==> src/rtl/toggle_sram_responder_pkg.sv <==
// Shared types and constants for the toggle req/ack SRAM responder.
// State encodings, default wait-state counts and width helpers.
package toggle_sram_responder_pkg;

  typedef enum logic [1:0] {
    ST_IDLE   = 2'd0,
    ST_SETUP  = 2'd1,
    ST_ACCESS = 2'd2,
    ST_HOLD   = 2'd3
  } state_t;

  localparam int DEF_SETUP  = 1;
  localparam int DEF_ACCESS = 2;
  localparam int DEF_HOLD   = 1;

  function automatic int clog2(input int v);
    int r;
    int x;
    r = 0;
    x = v - 1;
    while (x > 0) begin
      r = r + 1;
      x = x >> 1;
    end
    return (r < 1) ? 1 : r;
  endfunction

  function automatic int max3(input int a, input int b, input int c);
    int m;
    m = (a > b) ? a : b;
    return (m > c) ? m : c;
  endfunction

endpackage

==> src/rtl/toggle_sram_responder_wait_counter.sv <==
// Loadable down-counter timing the setup, access and hold phases.
// Saturates at zero; done is high whenever the count is zero.
module sram_wait_counter #(
  parameter int W = 2
) (
  input  logic         clk,
  input  logic         reset,
  input  logic         load,
  input  logic [W-1:0] load_val,
  output logic         done
);

  logic [W-1:0] cnt;

  always_ff @(posedge clk) begin
    if (reset)
      cnt <= '0;
    else if (load)
      cnt <= load_val;
    else if (cnt != '0)
      cnt <= cnt - 1'b1;
  end

  assign done = (cnt == '0);

endmodule

==> src/rtl/toggle_sram_responder.sv <==
// Toggle req/ack responder driving an asynchronous SRAM with wait states.
// Optional SRAM_IOREG_EN registers sram_dq_i and stretches reads by one cycle.
module toggle_sram_responder
  import toggle_sram_responder_pkg::*;
#(
  parameter int abits         = 18,
  parameter int dbits         = 16,
  parameter int SETUP_CYCLES  = DEF_SETUP,
  parameter int ACCESS_CYCLES = DEF_ACCESS,
  parameter int HOLD_CYCLES   = DEF_HOLD
) (
  input  logic             clk,
  input  logic             reset,
  input  logic             req,
  output logic             ack,
  input  logic             we,
  input  logic [abits-1:0] a,
  input  logic [dbits-1:0] d,
  output logic [dbits-1:0] q,
  output logic [abits-1:0] sram_a,
  output logic [dbits-1:0] sram_dq_o,
  input  logic [dbits-1:0] sram_dq_i,
  output logic             sram_dq_oe,
  output logic             sram_ce_n,
  output logic             sram_we_n,
  output logic             sram_oe_n
);

  localparam int CW = clog2(
    max3(SETUP_CYCLES, ACCESS_CYCLES, HOLD_CYCLES) + 1);

  logic [dbits-1:0] dq_src;

`ifdef SRAM_IOREG_EN
  localparam int ACC_RD = ACCESS_CYCLES;
  logic [dbits-1:0] dq_i_r;
  always_ff @(posedge clk) begin
    dq_i_r <= sram_dq_i;
  end
  assign dq_src = dq_i_r;
`else
  localparam int ACC_RD = ACCESS_CYCLES - 1;
  assign dq_src = sram_dq_i;
`endif

  state_t           state, state_nx;
  logic             we_lat, we_lat_nx;
  logic             ack_nx;
  logic [dbits-1:0] q_nx;
  logic [abits-1:0] a_nx;
  logic [dbits-1:0] dq_o_nx;
  logic             dq_oe_nx;
  logic             ce_n_nx;
  logic             we_n_nx;
  logic             oe_n_nx;
  logic             cnt_load;
  logic [CW-1:0]    cnt_val;
  logic             cnt_done;

  sram_wait_counter #(
    .W(CW)
  ) u_wait (
    .clk      (clk),
    .reset    (reset),
    .load     (cnt_load),
    .load_val (cnt_val),
    .done     (cnt_done)
  );

  always_ff @(posedge clk) begin
    if (reset) begin
      state      <= ST_IDLE;
      we_lat     <= 1'b0;
      ack        <= 1'b0;
      q          <= '0;
      sram_a     <= '0;
      sram_dq_o  <= '0;
      sram_dq_oe <= 1'b0;
      sram_ce_n  <= 1'b1;
      sram_we_n  <= 1'b1;
      sram_oe_n  <= 1'b1;
    end else begin
      state      <= state_nx;
      we_lat     <= we_lat_nx;
      ack        <= ack_nx;
      q          <= q_nx;
      sram_a     <= a_nx;
      sram_dq_o  <= dq_o_nx;
      sram_dq_oe <= dq_oe_nx;
      sram_ce_n  <= ce_n_nx;
      sram_we_n  <= we_n_nx;
      sram_oe_n  <= oe_n_nx;
    end
  end

  always_comb begin
    state_nx  = state;
    we_lat_nx = we_lat;
    ack_nx    = ack;
    q_nx      = q;
    a_nx      = sram_a;
    dq_o_nx   = sram_dq_o;
    dq_oe_nx  = sram_dq_oe;
    ce_n_nx   = sram_ce_n;
    we_n_nx   = sram_we_n;
    oe_n_nx   = sram_oe_n;
    cnt_load  = 1'b0;
    cnt_val   = '0;
    unique case (state)
      ST_IDLE: begin
        if (req != ack) begin
          a_nx      = a;
          dq_o_nx   = d;
          we_lat_nx = we;
          ce_n_nx   = 1'b0;
          dq_oe_nx  = we;
          cnt_load  = 1'b1;
          cnt_val   = CW'(SETUP_CYCLES - 1);
          state_nx  = ST_SETUP;
        end
      end
      ST_SETUP: begin
        if (cnt_done) begin
          we_n_nx  = ~we_lat;
          oe_n_nx  = we_lat;
          cnt_load = 1'b1;
          cnt_val  = we_lat ? CW'(ACCESS_CYCLES - 1)
                            : CW'(ACC_RD);
          state_nx = ST_ACCESS;
        end
      end
      ST_ACCESS: begin
        if (cnt_done) begin
          if (!we_lat)
            q_nx = dq_src;
          we_n_nx  = 1'b1;
          oe_n_nx  = 1'b1;
          cnt_load = 1'b1;
          cnt_val  = CW'(HOLD_CYCLES - 1);
          state_nx = ST_HOLD;
        end
      end
      ST_HOLD: begin
        if (cnt_done) begin
          ce_n_nx  = 1'b1;
          dq_oe_nx = 1'b0;
          ack_nx   = ~ack;
          state_nx = ST_IDLE;
        end
      end
      default: state_nx = ST_IDLE;
    endcase
  end

endmodule

==> config.mk <==
export PLATFORM = sky130hd
export DESIGN_NAME = toggle_sram_responder
export DESIGN_NICKNAME = d
export VERILOG_FILES = /design/src/rtl/toggle_sram_responder_pkg.sv /design/src/rtl/toggle_sram_responder_wait_counter.sv /design/src/rtl/toggle_sram_responder.sv
export SDC_FILE = /design/constraint.sdc
export NUM_CORES = 1
export LEC_CHECK = 0
export CELL_PAD_IN_SITES_DETAIL_PLACEMENT = 1
export CELL_PAD_IN_SITES_GLOBAL_PLACEMENT = 1
export CORE_ASPECT_RATIO = 0.9
export CORE_MARGIN = 5
export CORE_UTILIZATION = 30
export DETAILED_ROUTE_END_ITERATION = 6
export HOLD_SLACK_MARGIN = 0.15
export PLACE_DENSITY = 0.83
export SLEW_MARGIN = 15
export SYNTH_ARGS = -nofsm -noshare
export SYNTH_HDL_FRONTEND = slang
export SYNTH_HIERARCHICAL = 1
export SYNTH_SLANG_ARGS = --single-unit
==> constraint.sdc <==
create_clock -name clk -period 2 [get_ports clk]
set_clock_uncertainty 0.15 [all_clocks]
set_input_delay 0.4 -clock clk [delete_from_list [all_inputs] [get_ports clk]]
set_output_delay 0.4 -clock clk [all_outputs]
set_load 0.02 [all_outputs]
=== After elaboration in Yosys (flattened, before gate mapping) ===
Index checks and enable logic that the tools add are counted.

* Bits in registers: 60
* Latch bits: 0
* Memory bits (writable): 0
* ROM bits: 0
* Bits of input ports: 54
* Logic and storage cells: 57
* Memories: 0

* Add/subtract/negate cells: 1
* $mul: 0
* Div/mod/pow operators: 0
* $lt $le $gt $ge: 0
* Eq/ne operators: 8
* Shift-type cells: 0
* Muxes and demuxes: 22
* Bitwise gates (word level): 2
* Reduce and logical (&&, ||, !) cells: 13

{| class="wikitable"
|+ Operator list
! operator !! number
|-
| $mux W2 || 6
|-
| $mux W1 || 10
|-
| $pmux W1 S2 || 5
|-
| $reduce_and A3 Y1 || 3
|-
| $ne A2 B2 Y1 const B || 4
|-
| $pmux W2 S4 || 1
|-
| $reduce_bool A2 Y1 || 4
|-
| $eq A2 B2 Y1 const B || 2
|-
| $logic_not A2 Y1 || 2
|-
| $reduce_and A2 Y1 || 2
|-
| $reduce_and A4 Y1 || 1
|-
| $eq A2 B1 Y1 const B || 1
|-
| $not A1 Y1 || 2
|-
| $reduce_or A2 Y1 || 1
|-
| $sub A2 B1 Y2 const B || 1
|-
| $ne A1 B1 Y1 || 1
|}

=== Longest topological paths before layout ===
Gate-level depths: netlist of the first run.

* Word-level depth: 4
* Gate-level depth with buffers: 8

=== Modules after synthesis ===
The synthesis of the first run kept the hierarchy.

{| class="wikitable"
|+ By module, submodules not included
! module !! times used !! cells each !! area each (um2)
|-
| toggle_sram_responder || 1 || 283 || 2368.5
|-
| sram_wait_counter || 1 || 12 || 121.4
|}

=== Least setup slack after synthesis of the first run ===
OpenSTA, ideal clock, no wires.

* Kind: register -> register
* Start: register state[0]
* End: register u_wait.cnt[1]
* Arrival time: 1481 ps
* Data required time: 1754 ps
* Setup slack: 273 ps
* Stages on the path, launching flop included: 8
* Buffers on the path: 2
* Clock period less this slack: 1727 ps
* Cell sequence: dfxtp_1 inv_1 ha_1 clkbuf_1 buf_2 a22oi_1 nor2_1 o41ai_2

* Word-level cells in the longest chain between the ends: 4
* Elaborated cells on any way between the ends: 7

{| class="wikitable"
|+ RTL lines
! what !! RTL line !! text
|-
| from (decl) || toggle_sram_responder.sv:46 || <nowiki>state_t state, state_nx;</nowiki>
|-
| from (signal assigned) || toggle_sram_responder.sv:83 || <nowiki>state <= state_nx;</nowiki>
|-
| $eq A2 B2 Y1 / $eq A2 B1 Y1 (equally long branches) || toggle_sram_responder.sv:109 || <nowiki>unique case (state)</nowiki>
|-
| $reduce_or A2 Y1 (no source line) || - ||
|-
| $pmux W1 S2 (*) || toggle_sram_responder.sv:109 ||
|-
| net cnt_load || toggle_sram_responder.sv:56 || <nowiki>logic cnt_load;</nowiki>
|-
| $mux W2 / $reduce_bool A2 Y1 (equally long branches) || - ||
|-
| to (signal assigned) || toggle_sram_responder_wait_counter.sv:19 || <nowiki>cnt <= load_val;</nowiki>
|-
| to (signal assigned) || toggle_sram_responder_wait_counter.sv:21 || <nowiki>cnt <= cnt - 1'b1;</nowiki>
|-
| to (decl) || toggle_sram_responder_wait_counter.sv:13 || <nowiki>logic [W-1:0] cnt;</nowiki>
|}

The timed path passes the listed nets; every way through them passes the cells marked *.
A chain may end at the register's enable or synchronous reset.

=== Worst setup path after layout of the first run ===
* Start: register sram_dq_o[10]
* End: output port sram_dq_o[10]

{| class="wikitable"
|+ RTL lines
! what !! RTL line !! text
|-
| from (decl) || toggle_sram_responder.sv:21 || <nowiki>output logic [dbits-1:0] sram_dq_o,</nowiki>
|-
| from (signal assigned) || toggle_sram_responder.sv:88 || <nowiki>sram_dq_o <= dq_o_nx;</nowiki>
|}

No word-level cell between the ends.

==> results.txt, run 1 <==
Max-cap violations in this run came to 0. The largest vdd supply drop is approximately 0.0006 V. TritonCTS built the clock tree. The synthesized instance count is 295. The kind of launch point of the worst setup path is a flip-flop. Of all flip-flops after synthesis, the portion carrying an async set or reset was 0. The measured slew at the worst slew-check pin came out at around 0.7 ns. Of the cells placed in the final design, the portion with a size suffix greater than 1 is 0.0929. The global routing usage summed across all routing layers came out at 0.169. The final net count is around 470. A synthesized cell averages about 8.4 um^2. The critical path data required time came out at around 1.5 ns. The die area is between 10000 and 15000 um^2. The count of endpoints failing setup in the final report is 0. The die boundary height came out at around 96 um. Among cell families on the critical path, the largest total delay comes from buffers and inverters.

The clock latency at the later pin of the worst-skew pair came out at 0.33 ns. STA puts the critical path data arrival time at 1.32 ns. Summing all non-filler instances in the final layout gives an area of approximately 4000 um^2. The library cells used most frequently in the layout, excluding fill and tap cells, are clkdlybuf4s50_1 (107), dfxtp_1 (60), a21oi_1 (52). The maximum clock rate came out at 535 MHz. The cell at the root of the clock tree is clkbuf_8. The leakage power total is 1.44 nW. The number of synthesis warnings came out at 6. The worst-path cell with the longest stage delay is clkdlybuf4s50_1.

The half-perimeter wire length after detailed placement came out at 5.98 mm. Entering global routing, the biggest net connects 39 pins. The area of the core is just over 8000 um^2.

The sequential share of the synthesized area came out at 0.482. The placed instance area came out at between 3000 and 4000 um^2. After synthesis, the netlist uses 33 different library cells. The category of the critical setup timing path is flip-flop to primary output. The count of antenna diodes in the layout came out at 0. The count of nets left with antenna violations once routing finished came out at 0. The clock net sink count came out at 60. The power per cell area came out at between 1000 and 1500 nW/um^2.

Before antenna repair, the detailed router went through 4 iterations. The number of storage elements in the synthesis netlist came out at 60. The last weighted congestion value of the routability-driven placer came out at 0.745.

The number of top-level pins came out at between 100 and 150. The area of the mapped netlist came out at about 2500 um^2. The worst register-to-register path begins at state[0].

The count of endpoints failing hold in the final timing report came out at 0. The path type of the worst min-delay path is flip-flop to flip-flop. The launch instance of the worst min-delay path is q[0].

The synthesized netlist net count is between 300 and 400. The maximum fanout encountered on the critical timing path came out at 2. The number of cell rows came out at 31. The final setup TNS is 0 ns.

The via count normalized by instance count is between 4 and 5. The H-tree level count came out at 3. The number of buffers added to fix hold violations after cts came out at 0. The number of global-route vias before repair came out at roughly 2700. The routed layout has 2532 vias. The overflow left after global routing came out at 0. The wire length per cell is around 17 um. For the finished layout, the period the worst path requires is 1.87 ns. The first global-routing pass estimated ~14 mm of wire. The number of CTS-inserted buffers came out at 9.

The number of antenna violations at the first check in global routing is 0. The run finished with clean final reports. STA classifies the critical path endpoint as a primary output. Measured against its own limit, the worst slew margin works out to 0.525. Walking the worst path, the cells encountered are clkdlybuf4s50_1.

The overall routed net length is roughly 8.5 mm. The start point of the critical path is sram_dq_o[10]. No sink is reached through more buffers than the 2 on the longest clock path.

The number of max-slew violations in the final report came out at 0. Input and output buffers added on the ports amount to between 100 and 150. Once the clock tree was built, the setup fixing pass inserted 0 buffers. The number of violations reported at the end of detailed-routing iteration 0 came out at between 80 and 90. For this configuration, the core starts out at a cell density of 0.309. Leaving out fill and tap cells, the most frequent cell in the layout is clkdlybuf4s50_1. The most used flip-flop cell after synthesis is dfxtp_1. The final clock period utilization by the worst path is 0.934. Setup repair after global routing left no endpoint under its margin. From synthesis to final layout, the design area changed by 58.9%.

After detailed routing, the number of remaining DRC violations is 0. The number of gates given a new drive strength after cts is 0. The floorplan step set the die width to about 110 um. The CTS clock-pin slew for the worst setup and hold paths came out at approximately 0.07 ns.

The delay of the slowest critical-path stage came out at 0.64 ns. The count of flip-flops with a built-in enable after synthesis is 0. Counting both buffers and inverters, the worst setup path holds a total of 1.
cell families (layout without fill, tap and decap cells):
logic type,Yosys count,in the layout,synth area share
compound gates,97,97,0.215
xor+xnor,4,4,0.0171
fa+ha+maj,7,7,0.0352
buf+inv,34,148,0.0638
flops,60,60,0.482
mux,4,4,0.0161
other cells,1,1,0.00151
simple gates,88,88,0.169
metal layers:
layer,up-vias,global-route usage,share of wire
li1,1231,-,-
met1,1204,0.202,0.43
met2,82,0.286,0.48
met3,15,0.0578,0.063
met4,0,0.0604,0.026
met5,-,0,0
report_power, final:
part           switching, W  internal [W]  total, W  leakage (nW)
clock              0.000504      0.000702   0.00121         0.102
sequential         0.000153       0.00145   0.00160         0.490
combinational       0.00114      0.000916   0.00206         0.846
total               0.00180       0.00307   0.00487          1.44
state kept, by name (all words and copies together), names as in the netlist:
| register | cells |
|---|---|
| sram_dq_oe | 1 |
| q | 16 |
| we_lat | 1 |
| sram_dq_o | 16 |
| sram_oe_n | 1 |
| sram_a | 18 |
| state | 2 |
| sram_ce_n | 1 |
| sram_we_n | 1 |
| u_wait/cnt | 2 |
| ack | 1 |
worst paths after layout:
kind	end	slack, ns	cells after the start
max reg2reg	u_wait/cnt[1]	0.21	5
max	sram_dq_o[10]	0.13	1
min reg2reg	q[0]	0.31	2
min	q[0]	0.31	2
layout make-up:
type,count,area [um^2]
Clock buffer,10,128
Clock inverter,6,88.8
Tap cell,99,124
Timing Repair Buffer,125,1230
Sequential cell,60,1200
Fill cell,947,4110
Multi-Input combinational cell,201,1160
Inverter,7,26.3
synthesized netlist by cell type (all sizes together) (2+ instances only):
library cell | instances | area, um^2
o31ai | 2 | 20.0
nor2b | 2 | 12.5
nand3 | 36 | 180
buf | 13 | 80.1
mux2i | 4 | 40.0
nor2 | 2 | 7.51
o32ai | 2 | 17.5
nand2 | 35 | 131
inv | 7 | 26.3
o21ai | 35 | 175
nand3b | 4 | 30.0
ha | 7 | 87.6
dfxtp | 60 | 1200
clkbuf | 14 | 52.6
nand2b | 6 | 37.5
xor2 | 3 | 26.3
a21oi | 52 | 260
metrics by stage:
step / total power, W / hold WS (ns) / worst slack, ns / instances / util
3_3_place_gp: 0.00363 / 0.292 / 0.0570 / 492 / 0.464
3_5_place_dp: 0.00370 / 0.299 / -0.0435 / 492 / 0.464
6_report: 0.00487 / 0.309 / 0.132 / 508 / 0.490
5_1_grt: 0.00517 / 0.327 / 0.0452 / 508 / 0.490
2_1_floorplan: 0.00277 / 0.338 / 0.273 / 295 / -
4_1_cts: 0.00492 / 0.310 / 0.102 / 508 / 0.490
No activity file was read; power rests on OpenSTA's default activity.
==> run 2: changes to the inputs <==
--- a/config.mk
+++ b/config.mk
@@ -10,6 +10,7 @@
 export CORE_ASPECT_RATIO = 0.9
 export CORE_MARGIN = 5
 export CORE_UTILIZATION = 30
+export CTS_CLUSTER_DIAMETER = 80
 export DETAILED_ROUTE_END_ITERATION = 6
 export HOLD_SLACK_MARGIN = 0.15
 export PLACE_DENSITY = 0.83
==> constraint.sdc (replaced) <==
create_clock -name clk -period 1.8 [get_ports clk]
set_clock_uncertainty 0.15 [all_clocks]
set_input_delay 0.36 -clock clk [delete_from_list [all_inputs] [get_ports clk]]
set_output_delay 0.36 -clock clk [all_outputs]
set_load 0.02 [all_outputs]
==> run 2 against run 1 <==
Global-route usage shrank 0.69 points. Utilization shrank 0.59 points. Register-to-register slack lost 0.07 ns. Final area shrank 1.2%. Largest cell class unchanged.
==> results.txt, run 2 (synthesis results as in run 1) <==
The run finished with clean final reports. The die area came out at 10200 um^2 (unchanged). The leakage power total is 1.74 nW (+21%). The number of max-slew violations in the final report is 0 (unchanged).

The internal power of the cells came out at 0.00314 W (+2.5%). The cell count after placement came out at 491 (-0.20%). The count of TritonRoute iterations in the first routing pass came to 4 (unchanged).

The combinational fraction of design power came to 0.427 (+0.004). The fraction of the core area covered by cells at the end of the flow is 0.484 (-0.00589). The area of the core is 8070 um^2 (unchanged). The flip-flop count of the largest register after layout is 18 (unchanged).

The clock latency at the later pin of the worst-skew pair came to 0.33 ns (about the same). The switching power of the nets is 0.00198 W (+10%). The global routing usage summed across all routing layers came out at 0.162 (-0.00695). The overflow left after global routing was 0 (unchanged). The library cells used most frequently in the layout, excluding fill and tap cells, are dfxtp_1 (58), clkdlybuf4s50_1 (53), a21oi_1 (52). The relative max-transition margin is 0.573 (+0.0473). Leaving out fill and tap cells, the most frequent cell in the layout is dfxtp_1. The number of buffers between clock root and the deepest sink came out at 2 (unchanged).

The clock net sink count is 60 (unchanged). The CTS clock-pin slew for the worst setup and hold paths is 0.07 ns (about the same). The post-detailed-route count of antenna-violating nets is 0 (unchanged). The critical path data required time is 1.29 ns (-0.16 ns). The signal arrival time at the worst endpoint is 1.25 ns (-0.07 ns). The largest vdd supply drop was 0.000540 V (-9.0%). The wire length of the first global-routing pass was 13.3 mm (-2.7%). The part of the total power dissipated in the clock network came out at 0.228 (-0.020). The count of endpoints failing hold in the final timing report came out at 0 (unchanged). The worst setup path is captured at a primary output. The worst setup path is of the flip-flop to primary output kind.

In the final layout, the registers with the most flip-flops are sram_a (18), q (16), sram_dq_o (16). The number of buffer and inverter stages on the critical path is 1 (unchanged). The H-tree level count was 3 (unchanged). The count of input and output buffers is 108 (unchanged). The measured slew at the worst slew-check pin is 0.641 ns (-0.0710 ns).

The delay of the slowest critical-path stage came out at 0.60 ns (-0.04 ns). The number of top-level pins is 109 (unchanged). Counting I/O delays and the setup requirement, the final critical path takes 1.76 ns.

The die boundary height came out at 96.4 um (unchanged). The final cell count without fillers came to 507 (-0.20%). The share of layout cells above drive strength 1 was 0.0956 (+0.00268). In this run the clock root is driven by a clkbuf_8. The maximum clock rate came out at 569 MHz.

The final net count is 464 (-0.22%). The maximum fanout encountered on the critical timing path is 2 (unchanged). The via count normalized by instance count was 4.99 (+0.20%).

The clock tree from TritonCTS is built. The maximum number of pins on one net before global-route repair is 37 (-5.1%). The number of cell rows is 31 (unchanged). The number of CTS-inserted buffers came out at 9 (unchanged). The placed instance area came out at 3760 um^2 (+0.47%). The largest individual stage delay along the critical path comes from the cell clkdlybuf4s50_1.

Setup repair after global routing left no endpoint under its margin. The portion of total power attributed to sequential cells came out at 0.345 (+0.015). The routed via count came to 2532 (unchanged). The number of remaining DRC errors is 0 (unchanged).

The count of antenna diodes in the layout was 0 (unchanged). The number of violations reported at the end of detailed-routing iteration 0 came out at 53 (-40%). The power per cell area is 1310 nW/um^2 (+6.6%). The least setup slack across all paths after layout is 0.0420 ns (-0.0898 ns). Traced cell by cell, the critical path runs through clkdlybuf4s50_1.

The last weighted congestion value of the routability-driven placer is 0.719 (-3.5%). The post-route worst hold slack is 0.301 ns (-0.00783 ns). The number of global-route vias before repair is 2640 (-4.0%). The count of endpoints failing setup in the final report came out at 0 (unchanged). The switching part of the total power came to 0.387 (+0.0171).

The horizontal die dimension came to 106 um (unchanged). The wire length per cell came out at 16.6 um (-0.45%). The initial standard-cell utilization of the core came out at 0.309 (unchanged).

The number of max-capacitance violations reported came to 0 (unchanged). The number of antenna violations at the first check in global routing is 0 (unchanged). The half-perimeter wire length after detailed placement came to 5.92 mm (-1.0%). In this design, the largest share of critical-path delay is due to buffers and inverters.

The area added between synthesis and finish is 57.0%. The cell area after layout came out at 3910 um^2 (-1.2%). The worst setup path is launched from a flip-flop. The worst-case setup slack after placement came out at -0.197 ns (-0.153 ns). The number of buffers added to fix hold violations after cts came out at 0 (unchanged).

The overall routed net length came out at 8.41 mm (-0.65%). The worst hold path belongs to the class flip-flop to flip-flop. Ranked by flip-flop count, first place goes to sram_a. The final clock period utilization by the worst path is 0.977.
## run 2: changes by cell type in the layout (fill, tap and decap cells not counted), moves of 3 or more
cell,change
buf_4,-3
dlymetal6s2s_1,+8
dlygate4sd2_1,+46
clkdlybuf4s50_1,-54
## run 2: worst paths after layout
check / slack [ns] / from / depth (start not counted) / endpoint
max: 0.04 / sram_dq_o[13] / 1 / sram_dq_o[13]
min: 0.30 / q[0] / 2 / q[0]
max reg2reg: 0.14 / state[0] / 5 / state[1]
min reg2reg: 0.30 / q[0] / 2 / q[0]
## run 2: layout make-up
type / count / area [um^2]
timing repair buffer: 124 / 1210
clock buffer: 11 / 131
multi-input combinational: 201 / 1160
fill: 984 / 4160
tap: 99 / 124
inverter: 7 / 26.3
clock inverter: 5 / 52.6
sequential: 60 / 1200
## run 2: worst reg2reg max path: stages (launching register included)
cell       delay (ns)
dfxtp_2          0.38
inv_1            0.09
ha_1             0.29
nor3_1           0.21
a2bb2oi_2        0.25
mux2i_1          0.23
## run 2: power by group through the flow
stage	clock, W	combinational [W]	sequential (W)
after floorplan	0	0.000984	0.00209
after global placement	0	0.00228	0.00179
after detailed placement	0	0.00234	0.00180
after CTS	0.00121	0.00221	0.00177
after global routing	0.00126	0.00239	0.00180
final	0.00117	0.00219	0.00177
## run 2: timing repair
| action | 4_1_cts | 5_1_grt |
|---|---|---|
| endpoints found under the setup margin | 46 | 22 |
| gates cloned | 0 | 0 |
| pin swaps | 0 | 1 |
| resized for setup | 46 | 11 |
| setup buffers | 0 | 0 |
## run 2: layer usage
layer  GRT usage  up-vias  wire, um
li1            -     1232         -
met1       0.194     1209      3700
met2       0.281       83      4160
met3      0.0458        8       458
met4      0.0593        0        97
met5           0        -         0
## run 2: per-stage QoR
stage               power, W  setup TNS (ns)
floorplan            0.00307               0
global placement     0.00407           -5.00
detailed placement   0.00414           -5.96
CTS                  0.00519               0
global route         0.00545               0
finish               0.00513               0
